==> config.mk <==
export PLATFORM = sky130hd
export DESIGN_NAME = arcade_pause_dim
export DESIGN_NICKNAME = d
export VERILOG_FILES = /design/src/rtl/arcade_pause_dim.sv
export SDC_FILE = /design/constraint.sdc
export NUM_CORES = 1
export LEC_CHECK = 0
export CAP_MARGIN = 20
export CORE_UTILIZATION = 59
export CTS_CLUSTER_SIZE = 16
export DETAILED_ROUTE_END_ITERATION = 7
export PLACE_DENSITY = 0.83
export SLEW_MARGIN = 5
export SYNTH_ARGS = -nofsm -noshare
export SYNTH_HDL_FRONTEND = slang
export SYNTH_SLANG_ARGS = --single-unit
==> constraint.sdc <==
create_clock -name clk -period 2.7 [get_ports clk]
set_input_delay 0.54 -clock clk [delete_from_list [all_inputs] [get_ports clk]]
set_output_delay 0.54 -clock clk [all_outputs]
set_load 0.02 [all_outputs]
==> src/rtl/arcade_pause_dim.sv <==
// Pause/dim controller between the core CPU and the video path. It merges the
// user toggle, the external requests and OSD-open into pause_cpu, and fades RGB in steps while paused.
module arcade_pause_dim #(
   parameter int RW          = 3,
   parameter int GW          = 3,
   parameter int BW          = 2,
   parameter int NREQ        = 2,
   parameter int TICK_CYCLES = 24000000,
   parameter int DIM_SECS    = 10,
   parameter int DIM_MAX     = 2
) (
   input  logic                  clk,
   input  logic                  reset,
   input  logic                  user_button,
   input  logic [NREQ-1:0]       pause_request,
   input  logic                  osd_active,
   input  logic [1:0]            options,
   input  logic [RW+GW+BW-1:0]   rgb_in,
   output logic                  pause_cpu,
   output logic                  dim_active,
   output logic [RW+GW+BW-1:0]   rgb_out
);

   localparam int PXW = RW + GW + BW;
   localparam int PW  = (TICK_CYCLES > 1) ? $clog2(TICK_CYCLES) : 1;
   localparam int SW  = (DIM_SECS > 0) ? $clog2(DIM_SECS + 1) : 1;
   localparam int LW  = (DIM_MAX > 0) ? $clog2(DIM_MAX + 1) : 1;
   localparam logic [PW-1:0] PRESC_LAST = PW'(TICK_CYCLES - 1);
   localparam logic [SW-1:0] SEC_SAT    = SW'(DIM_SECS);
   localparam logic [LW-1:0] LEVEL_SAT  = LW'(DIM_MAX);

   logic            btn_prev_q, btn_prev_d;
   logic            toggle_q,   toggle_d;
   logic            pause_q,    pause_d;
   logic            dim_q,      dim_d;
   logic [PW-1:0]   presc_q,    presc_d;
   logic [SW-1:0]   sec_q,      sec_d;
   logic [LW-1:0]   level_q,    level_d;
   logic [PXW-1:0]  rgb_q,      rgb_d;
   logic            eligible_s;
   logic            tick_s;
   logic [RW-1:0]   r_s;
   logic [GW-1:0]   g_s;
   logic [BW-1:0]   b_s;

   // Next-state logic for pause merge, fade timer and per-channel shift
   always_comb begin
      btn_prev_d = user_button;
      toggle_d   = toggle_q;
      presc_d    = presc_q;
      sec_d      = sec_q;
      level_d    = level_q;
      tick_s     = 1'b0;

      if (user_button && !btn_prev_q) begin
         toggle_d = ~toggle_q;
      end else begin
         toggle_d = toggle_q;
      end

      pause_d    = toggle_d | (|pause_request) | (options[0] & osd_active);
      // A pause held only by external requests never dims the picture.
      eligible_s = pause_q & options[1] & (toggle_q | (options[0] & osd_active));

      if (eligible_s) begin
         if (presc_q == PRESC_LAST) begin
            presc_d = '0;
            tick_s  = 1'b1;
         end else begin
            presc_d = presc_q + 1'b1;
         end
         if (tick_s && (sec_q != SEC_SAT)) begin
            sec_d = sec_q + 1'b1;
         end else begin
            sec_d = sec_q;
         end
         if (tick_s && (sec_q == SEC_SAT) && (level_q != LEVEL_SAT)) begin
            level_d = level_q + 1'b1;
         end else begin
            level_d = level_q;
         end
      end else begin
         presc_d = '0;
         sec_d   = '0;
         level_d = '0;
      end

      dim_d = (level_q != '0);
      // Each field is shifted on its own so no bits cross channel boundaries.
      r_s   = rgb_in[PXW-1 -: RW] >> level_q;
      g_s   = rgb_in[BW +: GW] >> level_q;
      b_s   = rgb_in[BW-1:0] >> level_q;
      rgb_d = {r_s, g_s, b_s};
   end

   // State and output registers
   always_ff @(posedge clk or posedge reset) begin
      if (reset) begin
         btn_prev_q <= 1'b0;
         toggle_q   <= 1'b0;
         pause_q    <= 1'b0;
         dim_q      <= 1'b0;
         presc_q    <= '0;
         sec_q      <= '0;
         level_q    <= '0;
         rgb_q      <= '0;
      end else begin
         btn_prev_q <= btn_prev_d;
         toggle_q   <= toggle_d;
         pause_q    <= pause_d;
         dim_q      <= dim_d;
         presc_q    <= presc_d;
         sec_q      <= sec_d;
         level_q    <= level_d;
         rgb_q      <= rgb_d;
      end
   end

   assign pause_cpu  = pause_q;
   assign dim_active = dim_q;
   assign rgb_out    = rgb_q;

endmodule
==> results of run 1 <==
## registers in the layout (all words and copies together) (netlist names)
signal      flops
pause_cpu       1
level_q         2
toggle_q        1
rgb_out         8
btn_prev_q      1
sec_q           4
presc_q        25
dim_active      1
## power groups by stage
stage,clock network (µW),logic [µW],registers [µW]
final,353,144,682
after global routing,393,161,685
after CTS,361,147,683
after detailed placement,0,146,695
after global placement,0,141,693
after floorplan,0,75.7,703
## metrics by stage
| stage | worst slack, ns | util [%] | cell area, µm² |
|---|---|---|---|
| 2_1_floorplan | 0.872 | - | 2140 |
| 3_3_place_gp | 0.693 | 71.6 | 2450 |
| 3_5_place_dp | 0.627 | 71.6 | 2450 |
| 4_1_cts | 0.603 | 73.7 | 2520 |
| 5_1_grt | 0.404 | 73.7 | 2520 |
| 6_report | 0.646 | 73.7 | 2520 |
## synth_stat cells
cell      count
o31ai_1       7
and3_2        2
o21ai_0      11
nand2_1       8
a21oi_1      16
nor4_1        1
or4_4         1
nand2b_1      1
or2_0         1
buf_2         2
mux2i_1       5
a21o_2        1
nor4bb_1      1
nand3_2       1
clkbuf_1      5
inv_1         9
xor2_1       11
or4_1         9
nor4b_1       1
nand3_1      13
nand3b_1      1
and4_1        5
and2_1        5
a21o_1        1
ha_1          5
or4_2         1
nor2_1       20
dfrtp_1      43
or3_2         1
xnor2_1       3
and3_1        4
or3_1         4
a2111o_1      1
and4_2        1
nand4_1      13
## kinds of logic (layout without fill, tap and decap cells)
kind of cell,Yosys count,after routing
AO/OA/AOI/OAI,37,37
XOR/XNOR,14,14
adder cells (fa/ha/maj),5,5
buffers and inverters,16,44
flip-flops,43,43
multiplexers,5,5
AND/OR/NAND/NOR,94,94
## cells in the final DEF, fill, tap and decap left out, types with 2 or more instances in the layout
master | netlist | final
dfrtp_1 | 43 | 43
clkdlybuf4s50_1 | 0 | 25
nor2_1 | 20 | 20
a21oi_1 | 16 | 16
nand3_1 | 13 | 13
nand4_1 | 13 | 13
o21ai_0 | 11 | 11
xor2_1 | 11 | 11
or4_1 | 9 | 9
inv_1 | 9 | 9
nand2_1 | 8 | 8
o31ai_1 | 7 | 7
and4_1 | 5 | 5
and2_1 | 5 | 5
mux2i_1 | 5 | 5
ha_1 | 5 | 5
clkbuf_4 | 0 | 5
or3_1 | 4 | 4
and3_1 | 4 | 4
xnor2_1 | 3 | 3
and3_2 | 2 | 2
clkbuf_8 | 0 | 2
## path summary, 6_finish.rpt
path                                   from         end  slack, ns  cells past startpoint
worst max-delay path            presc_q[11]    sec_q[3]       0.65                      4
worst min-delay path             presc_q[0]  presc_q[0]       0.48                      1
worst max register to register  presc_q[11]    sec_q[3]       0.65                      4
worst min register to register   presc_q[0]  presc_q[0]       0.48                      1
max in group asynchronous             reset  presc_q[8]       1.55                      3
min in group asynchronous             reset  rgb_out[1]       0.58                      2
## metal layers
layer | track usage, % | up-vias | part of all wire, %
met5 | 0 | - | 0
met4 | 8.72 | 0 | 1.1
met3 | 5.33 | 7 | 4.3
met2 | 39.4 | 42 | 50
met1 | 31.8 | 846 | 45
li1 | - | 838 | -
## worst reg2reg max path, delay by kind of cell, from the launching register on
kind / cells / cell delay (ns)
AO/OA/AOI/OAI: 1 / 0.15
AND/OR/NAND/NOR: 3 / 1.36
flip-flops: 1 / 0.48
## layout make-up
cell class              instances  area [µm²]  share of cell area [%]
flip-flops and latches         43        1080                    42.8
repair buffers                 27         278                    11.0
well taps                      46        57.6                    2.29
inverters                       9        33.8                    1.34
clock buffers                   8        68.8                    2.73
multi-input cells             155        1000                    39.8
==> impl_results.md, run 1 <==
* Average size of a mapped cell at 10.0 µm²
* Final #Nets at 262
* Final Critical Period at 2.05 ns
* Synth Area in Adders at 2.92%
* First-pass GRT wire length at 7330 µm
* Peak supply drop at 0.312 mV
* Die width at 62.2 µm
* Synth area leader: dfrtp_1
* Starting density of the core at 62.7%
* DIE HEIGHT at 62.2 µm
* Status: finished, final reports clean
* CTS H-tree lvls at 2
* Core footprint at 0.00342 mm²
* Synth Area in Compound Gates at 10.1%
* Number of synthesized register bits at 43
* FP Rows at 21
* Share of layout cells above drive strength 1 at 7.02%
* Slowest stage delay, CP at 0.59 ns
* Clk slew on worst S/H paths at 0.12 ns
* Crit path max-delay family: simple AND/OR/NAND/NOR gates
* Pwr/cell area at 469 mW/mm²
* Crit-path cells: nor4b_1, nand4_1, or4_1, a21oi_1
* Lkg Pwr at 0.000989 µW
* Netlist cell types at 35
* Power Total at 1180 µW
* Sink Count at 43
* Post-CTS setup buffers at 0
* Post-cts gate resize count at 0
* YS warnings at 0
* Initial antenna violation count at 0
* GRT Total Usage at 24.2%
* Comb power frac at 12.2%
* Synthesized area at 0.00214 mm²
* Clock Skew at 0.00355 ns
* Internal power at 881 µW
* Post-Layout Cell Count at 288
* Worst-Skew Late Latency at 0.35 ns
* Worst-margin pin slew at 0.676 ns
* DRC viols at 0
* Detailed Routing Iterations Pass 1 at 4
* F_max at 0.487 GHz
* Largest net degree at the start of global routing at 28
* Fin. Hold Viols at 0
* Ranking of synthesized cells by area: dfrtp_1, xor2_1, nand4_1
* Slew headroom at 54.9%
* Net Count, Synth at 235
* Die ar. at 0.00387 mm²
* Xor/xnor cell area share of the yosys netlist at 5.73%
* Largest family of logic cells by synthesized area: simple AND/OR/NAND/NOR gates
* Via count at 1733
* Inst Count DP at 280
* CTS Root Cell: clkbuf_4
* Worst hold slack at 0.478 ns
* Sequential share of the synthesized area at 50.3%
* Max-cap violations at 0
* Mux contribution to synthesized area at 2.34%
* # port buffers at 25
* CTS tree: yes
* Clock group share of total power at 29.9%
* Switching share of power at 25.3%
* Grt ovf at 0
* Area Growth Syn to Fin at 17.5%
* ANT cells at 0
* Number of global-route vias before repair at 1637
* Ports at 26
* Final setup fails at 0
* Simple-gate share of the synthesized area at 25.8%
* DPL Wire Length at 3040 µm
* WL per Instance at 14.7 µm
* Setup TNS at 0 ns
* GPL Wtd Cong at 0.886
* Clock buffer count from CTS at 5
* Number of fill cells at 247
* Hold Buf Count CTS at 0
* Psw at 298 µW
* Routed WL at 4230 µm
* Share of the synthesized area in the top cell type at 50.3%
* Arr. time, crit path at 2.33 ns
* Via/cell ratio at 6.02
* Slew Viols, Final at 0
* Post-route ant nets at 0
* Post-Syn Instances at 214
* Slowest-stage cell, CP: or4_1
* Fin crit share at 76.1%
* Hold crit path type: flop to flop
* Initial drt markers at 100
* Worst path bufs/invs at 0
* Setup CP Type: flop to flop
* Req. time, crit path at 2.98 ns
* Max clock buf depth at 2
* CP endpoint kind: flop
* CP Max Fanout at 9
* Flop pwr share at 57.8%
* RSZ-0062 raised after global routing: false
* Critical Path Start Type: flop
Note: power is estimated with default switching activity, not from simulation.
==> run 2: changes to the inputs <==
--- a/config.mk
+++ b/config.mk
@@ -6,10 +6,10 @@
 export NUM_CORES = 1
 export LEC_CHECK = 0
 export CAP_MARGIN = 20
-export CORE_UTILIZATION = 59
+export CORE_UTILIZATION = 55
 export CTS_CLUSTER_SIZE = 16
 export DETAILED_ROUTE_END_ITERATION = 7
-export PLACE_DENSITY = 0.83
+export PLACE_DENSITY = 0.78
 export SLEW_MARGIN = 5
 export SYNTH_ARGS = -nofsm -noshare
 export SYNTH_HDL_FRONTEND = slang
==> constraint.sdc (replaced) <==
create_clock -name clk -period 2.15 [get_ports clk]
set_input_delay 0.43 -clock clk [delete_from_list [all_inputs] [get_ports clk]]
set_output_delay 0.43 -clock clk [all_outputs]
set_load 0.02 [all_outputs]
==> impl_results.md, run 2 (same netlist as run 1, synthesis figures left out) <==
* Clock buffer count from CTS at 5 (unchanged)
* Starting density of the core at 58.0% (-4.6 points)
* Lkg Pwr at 0.00103 µW (+4.3%)
* Inst Count DP at 288 (+2.9%)
* Max clock buf depth at 2 (unchanged)
* CP Max Fanout at 9 (unchanged)
* Final Critical Period at 1.87 ns (-0.181 ns)
* Sink Count at 43 (unchanged)
* Most frequent cells in the layout: dfrtp_1, clkdlybuf4s50_1, nor2_1
* Critical Path Start Type: flop
* Arr. time, crit path at 2.09 ns (-0.24 ns)
* Final setup fails at 0 (unchanged)
* Max reg flops at 25 (unchanged)
* DPL Wire Length at 2900 µm (-4.7%)
* Post-CTS setup buffers at 0 (unchanged)
* GPL Wtd Cong at 0.834 (-5.9%)
* RSZ-0062 raised after global routing: false
* Grt ovf at 0 (unchanged)
* F_max at 0.534 GHz (+9.7%)
* DIE HEIGHT at 64.4 µm (+3.5%)
* Hold crit path type: primary input to asynchronous set/reset pin
* Die width at 64.4 µm (+3.5%)
* Setup CP Type: flop to flop
* Hold Buf Count CTS at 0 (unchanged)
* Area Growth Syn to Fin at 21.8%
* Commonest non-fill, non-tap cell in the layout: dfrtp_1
* CTS tree: yes
* Final #Nets at 268 (+2.3%)
* Initial antenna violation count at 0 (unchanged)
* Number of fill cells at 288 (+17%)
* Largest reg by FF count: presc_q
* CTS H-tree lvls at 2 (unchanged)
* Clock Skew at 0.00529 ns (+0.00174 ns)
* CTS Root Cell: clkbuf_8
* Post-cts gate resize count at 0 (unchanged)
* Worst-Skew Late Latency at 0.29 ns (-0.06 ns)
* Clk slew on worst S/H paths at 0.08 ns (-0.04 ns)
* First-pass GRT wire length at 7040 µm (-4.0%)
* Ports at 26 (unchanged)
* Share of layout cells above drive strength 1 at 9.27% (+2.2 points)
* WL per Instance at 14.1 µm (-4.1%)
* GRT Total Usage at 22.2% (-1.9 points)
* Worst-margin pin slew at 0.503 ns (-0.173 ns)
* Peak supply drop at 0.567 mV (+81%)
* Slew headroom at 66.0% (+11 points)
* Number of global-route vias before repair at 1604 (-2.0%)
* Reg-to-reg slack, setup at 0.28 ns (-0.37 ns)
* Power Total at 1610 µW (+37%)
* Via count at 1715 (-1.0%)
* Initial drt markers at 132 (+32%)
* Detailed Routing Iterations Pass 1 at 4 (unchanged)
* CP endpoint kind: flop
* Status: finished, final reports clean
* Largest net degree at the start of global routing at 44 (+57%)
* Fin crit share at 87.1% (+11 points)
* FP Rows at 22 (+4.8%)
* Pre-CTS setup slack at 0.309 ns (-0.318 ns)
* R2R cell count at 4 (unchanged)
* Req. time, crit path at 2.37 ns (-0.61 ns)
* Reg2reg end: presc_q[20]
* Post-Layout Cell Count at 296 (+2.8%)
* Setup TNS at 0 ns (unchanged)
* Max-cap violations at 0 (unchanged)
* Via/cell ratio at 5.79 (-3.7%)
* Post-route ant nets at 0 (unchanged)
* Launching point of the worst reg2reg path: presc_q[13]
* Core footprint at 0.00369 mm² (+8.0%)
* # port buffers at 25 (unchanged)
* Slew Viols, Final at 0 (unchanged)
* Final worst slack at 0.277 ns (-0.369 ns)
* ANT cells at 0 (unchanged)
* Routed WL at 4170 µm (-1.4%)
* Pwr/cell area at 619 mW/mm² (+32%)
* Die ar. at 0.00415 mm² (+7.0%)
* Fin. Hold Viols at 0 (unchanged)
* DRC viols at 0 (unchanged)
## run 2: worst max-delay path, stage by stage (launching register included)
cell	delay [ns]
dfrtp_1	0.44
nand3_1	0.17
or2_0	0.39
or4_2	0.65
a21oi_1	0.15
## run 2: final cells by class
class	count	area (µm²)	area share, %
Sequential cell	43	1080	41.3
Clock buffer	8	100	3.84
Timing Repair Buffer	33	335	12.9
Inverter	9	33.8	1.30
Tap cell	48	60.1	2.30
Multi-Input combinational cell	155	1000	38.4
## run 2: through the flow
step / util (%) / instance area [µm²] / hold slack, ns
2_1_floorplan: - / 2140 / 0.440
3_3_place_gp: 68.0 / 2510 / 0.467
3_5_place_dp: 68.0 / 2510 / 0.470
4_1_cts: 70.7 / 2610 / 0.479
5_1_grt: 70.7 / 2610 / 0.492
6_report: 70.7 / 2610 / 0.473
## run 2: how the worst max path moves through the flow
| stage | slack, ns | to | from |
|---|---|---|---|
| 6_report | 0.28 | presc_q[20] | presc_q[13] |
| 5_1_grt | 0.12 | sec_q[1] | presc_q[15] |
| 4_1_cts | 0.30 | sec_q[1] | presc_q[11] |
| 3_5_place_dp | 0.31 | presc_q[20] | presc_q[13] |
| 3_3_place_gp | 0.35 | presc_q[24] | presc_q[17] |
| 2_1_floorplan | 0.32 | level_q[0] | level_q[0] |
## run 2: metal layers
| metal | vias to the layer above | track usage (%) | wire (µm) |
|---|---|---|---|
| li1 | 843 | - | - |
| met1 | 831 | 29.0 | 1950 |
| met2 | 35 | 35.7 | 2000 |
| met3 | 6 | 5.54 | 165 |
| met4 | 0 | 8.33 | 57 |
| met5 | - | 0 | 0 |
## run 2: report_power, final
part           internal [µW]  switching, µW  total, µW  leakage (µW)
logic                    101            114        215      0.000408
clock network            293            251        544     0.0000515
registers                839           17.4        856      0.000572
==> run 3: changes to the inputs <==
--- a/config.mk
+++ b/config.mk
@@ -6,10 +6,10 @@
 export NUM_CORES = 1
 export LEC_CHECK = 0
 export CAP_MARGIN = 20
-export CORE_UTILIZATION = 55
+export CORE_UTILIZATION = 40
 export CTS_CLUSTER_SIZE = 16
 export DETAILED_ROUTE_END_ITERATION = 7
-export PLACE_DENSITY = 0.78
+export PLACE_DENSITY = 0.6
 export SLEW_MARGIN = 5
 export SYNTH_ARGS = -nofsm -noshare
 export SYNTH_HDL_FRONTEND = slang
==> impl_results.md, run 3 (same netlist as run 1, synthesis figures left out) <==
* Post-cts gate resize count at 0 (unchanged)
* Max clock buf depth at 2 (unchanged)
* Hold crit path type: primary input to asynchronous set/reset pin
* Setup TNS at 0 ns (unchanged)
* Initial drt markers at 96 (-27%)
* Slew headroom at 54.4% (-12 points)
* Largest net degree at the start of global routing at 25 (-43%)
* Die ar. at 0.00565 mm² (+36%)
* DPL Wire Length at 3070 µm (+5.8%)
* Routed WL at 4320 µm (+3.6%)
* Number of global-route vias before repair at 1618 (+0.87%)
* Detailed Routing Iterations Pass 1 at 4 (unchanged)
* Slew Viols, Final at 0 (unchanged)
* Final #Nets at 271 (+1.1%)
* Post-CTS setup buffers at 0 (unchanged)
* Setup CP Type: flop to flop
* Placement Cell Area at 0.00256 mm² (+2.0%)
* Clock Skew at 0.00540 ns (+0.000113 ns)
* CTS Root Cell: clkbuf_8
* CTS H-tree lvls at 2 (unchanged)
* Post-route ant nets at 0 (unchanged)
* Via/cell ratio at 5.24 (-9.6%)
* Commonest non-fill, non-tap cell in the layout: dfrtp_1
* ANT cells at 0 (unchanged)
* Grt ovf at 0 (unchanged)
* FP Rows at 26 (+18%)
* Core footprint at 0.00514 mm² (+39%)
* Final instance area at 0.00264 mm² (+1.2%)
* Sink Count at 43 (unchanged)
* Reg-to-reg slack, setup at 0.33 ns (+0.05 ns)
* Clk slew on worst S/H paths at 0.08 ns (about the same)
* FF/Latch Area at 0.00108 mm² (unchanged)
* Clock buffer count from CTS at 5 (unchanged)
* CP endpoint kind: flop
* F_max at 0.550 GHz (+2.9%)
* Number of fill cells at 509 (+77%)
* DRC viols at 0 (unchanged)
* DIE HEIGHT at 75.2 µm (+17%)
* Most frequent cells in the layout: dfrtp_1, clkdlybuf4s50_1, nor2_1
* CP Max Fanout at 7 (-2)
* Final setup fails at 0 (unchanged)
* Req. time, crit path at 2.37 ns (about the same)
* Critical Path Start Type: flop
* CTS tree: yes
* Fin. Hold Viols at 0 (unchanged)
* Worst-margin pin slew at 0.680 ns (+0.177 ns)
* Via count at 1681 (-2.0%)
* Fin crit share at 84.6% (-2.5 points)
* Max-cap violations at 0 (unchanged)
* Lkg Pwr at 0.00104 µW (+0.62%)
* GPL Wtd Cong at 0.824 (-1.2%)
* Status: finished, final reports clean
* Hold Buf Count CTS at 0 (unchanged)
* WL per Instance at 13.4 µm (-4.5%)
* Pwr/cell area at 593 mW/mm² (-4.3%)
* Multi-input gate area at 0.00100 mm² (unchanged)
* RSZ-0062 raised after global routing: false
* Ports at 26 (unchanged)
* Starting density of the core at 41.7% (-16 points)
* Max reg flops at 25 (unchanged)
* First-pass GRT wire length at 7280 µm (+3.3%)
* Worst-Skew Late Latency at 0.29 ns (about the same)
* Peak supply drop at 0.321 mV (-43%)
* GRT Total Usage at 17.2% (-5.1 points)
* Share of layout cells above drive strength 1 at 9.96% (+0.69 points)
* Arr. time, crit path at 2.04 ns (-0.05 ns)
* Largest reg by FF count: presc_q
* Final Critical Period at 1.82 ns (-0.0533 ns)
* Die width at 75.2 µm (+17%)
* Area Growth Syn to Fin at 23.3%
* # port buffers at 25 (unchanged)
* Initial antenna violation count at 0 (unchanged)
## run 3: cell count changes in the layout (fill, tap and decap cells not counted)
cell / change
buf_4: +3
clkbuf_1: +1
clkbuf_8: -2
clkinv_2: +1
## run 3: worst paths after layout
path	end	cells past startpoint	start
worst max-delay path	presc_q[24]	4	presc_q[17]
worst min-delay path	dim_active	2	reset
worst max register to register	presc_q[24]	4	presc_q[17]
worst min register to register	presc_q[0]	1	presc_q[0]
max in group asynchronous	presc_q[2]	3	reset
min in group clk	presc_q[0]	1	presc_q[0]
## run 3: metrics by stage
stage	power [µW]	worst slack (ns)	utilization, %	hold slack, ns	cells
after CTS	1590	0.321	51.3	0.487	321
after global placement	1090	0.366	49.8	0.468	313
final	1560	0.330	51.3	0.469	321
after global routing	1640	0.189	51.3	0.499	321
after floorplan	977	0.322	-	0.440	214
after detailed placement	1100	0.339	49.8	0.479	313
## run 3: cell type report
type / instances / share of cell area, %
clock buffers: 7 / 2.89
clock inverters: 1 / 0.190
multi-input cells: 155 / 38.0
inverters: 9 / 1.28
well taps: 70 / 3.32
repair buffers: 36 / 13.6
flip-flops and latches: 43 / 40.8
## run 3: worst max-delay path: stages (launching register included)
cell     delay, ns
dfrtp_1       0.44
nand3_2       0.12
or4_4         0.56
or4_1         0.48
a21oi_1       0.15
## run 3: routing by layer
layer,share of wire [%],track usage (%)
met5,0,0
met4,1.7,6.79
met3,2.7,3.21
met2,47,27.8
met1,48,22.8
## run 3: power breakdown
| part | internal [µW] | total [µW] | switching (µW) |
|---|---|---|---|
| Sequential | 838 | 856 | 18.0 |
| Combinational | 102 | 215 | 113 |
| Clock | 228 | 494 | 265 |
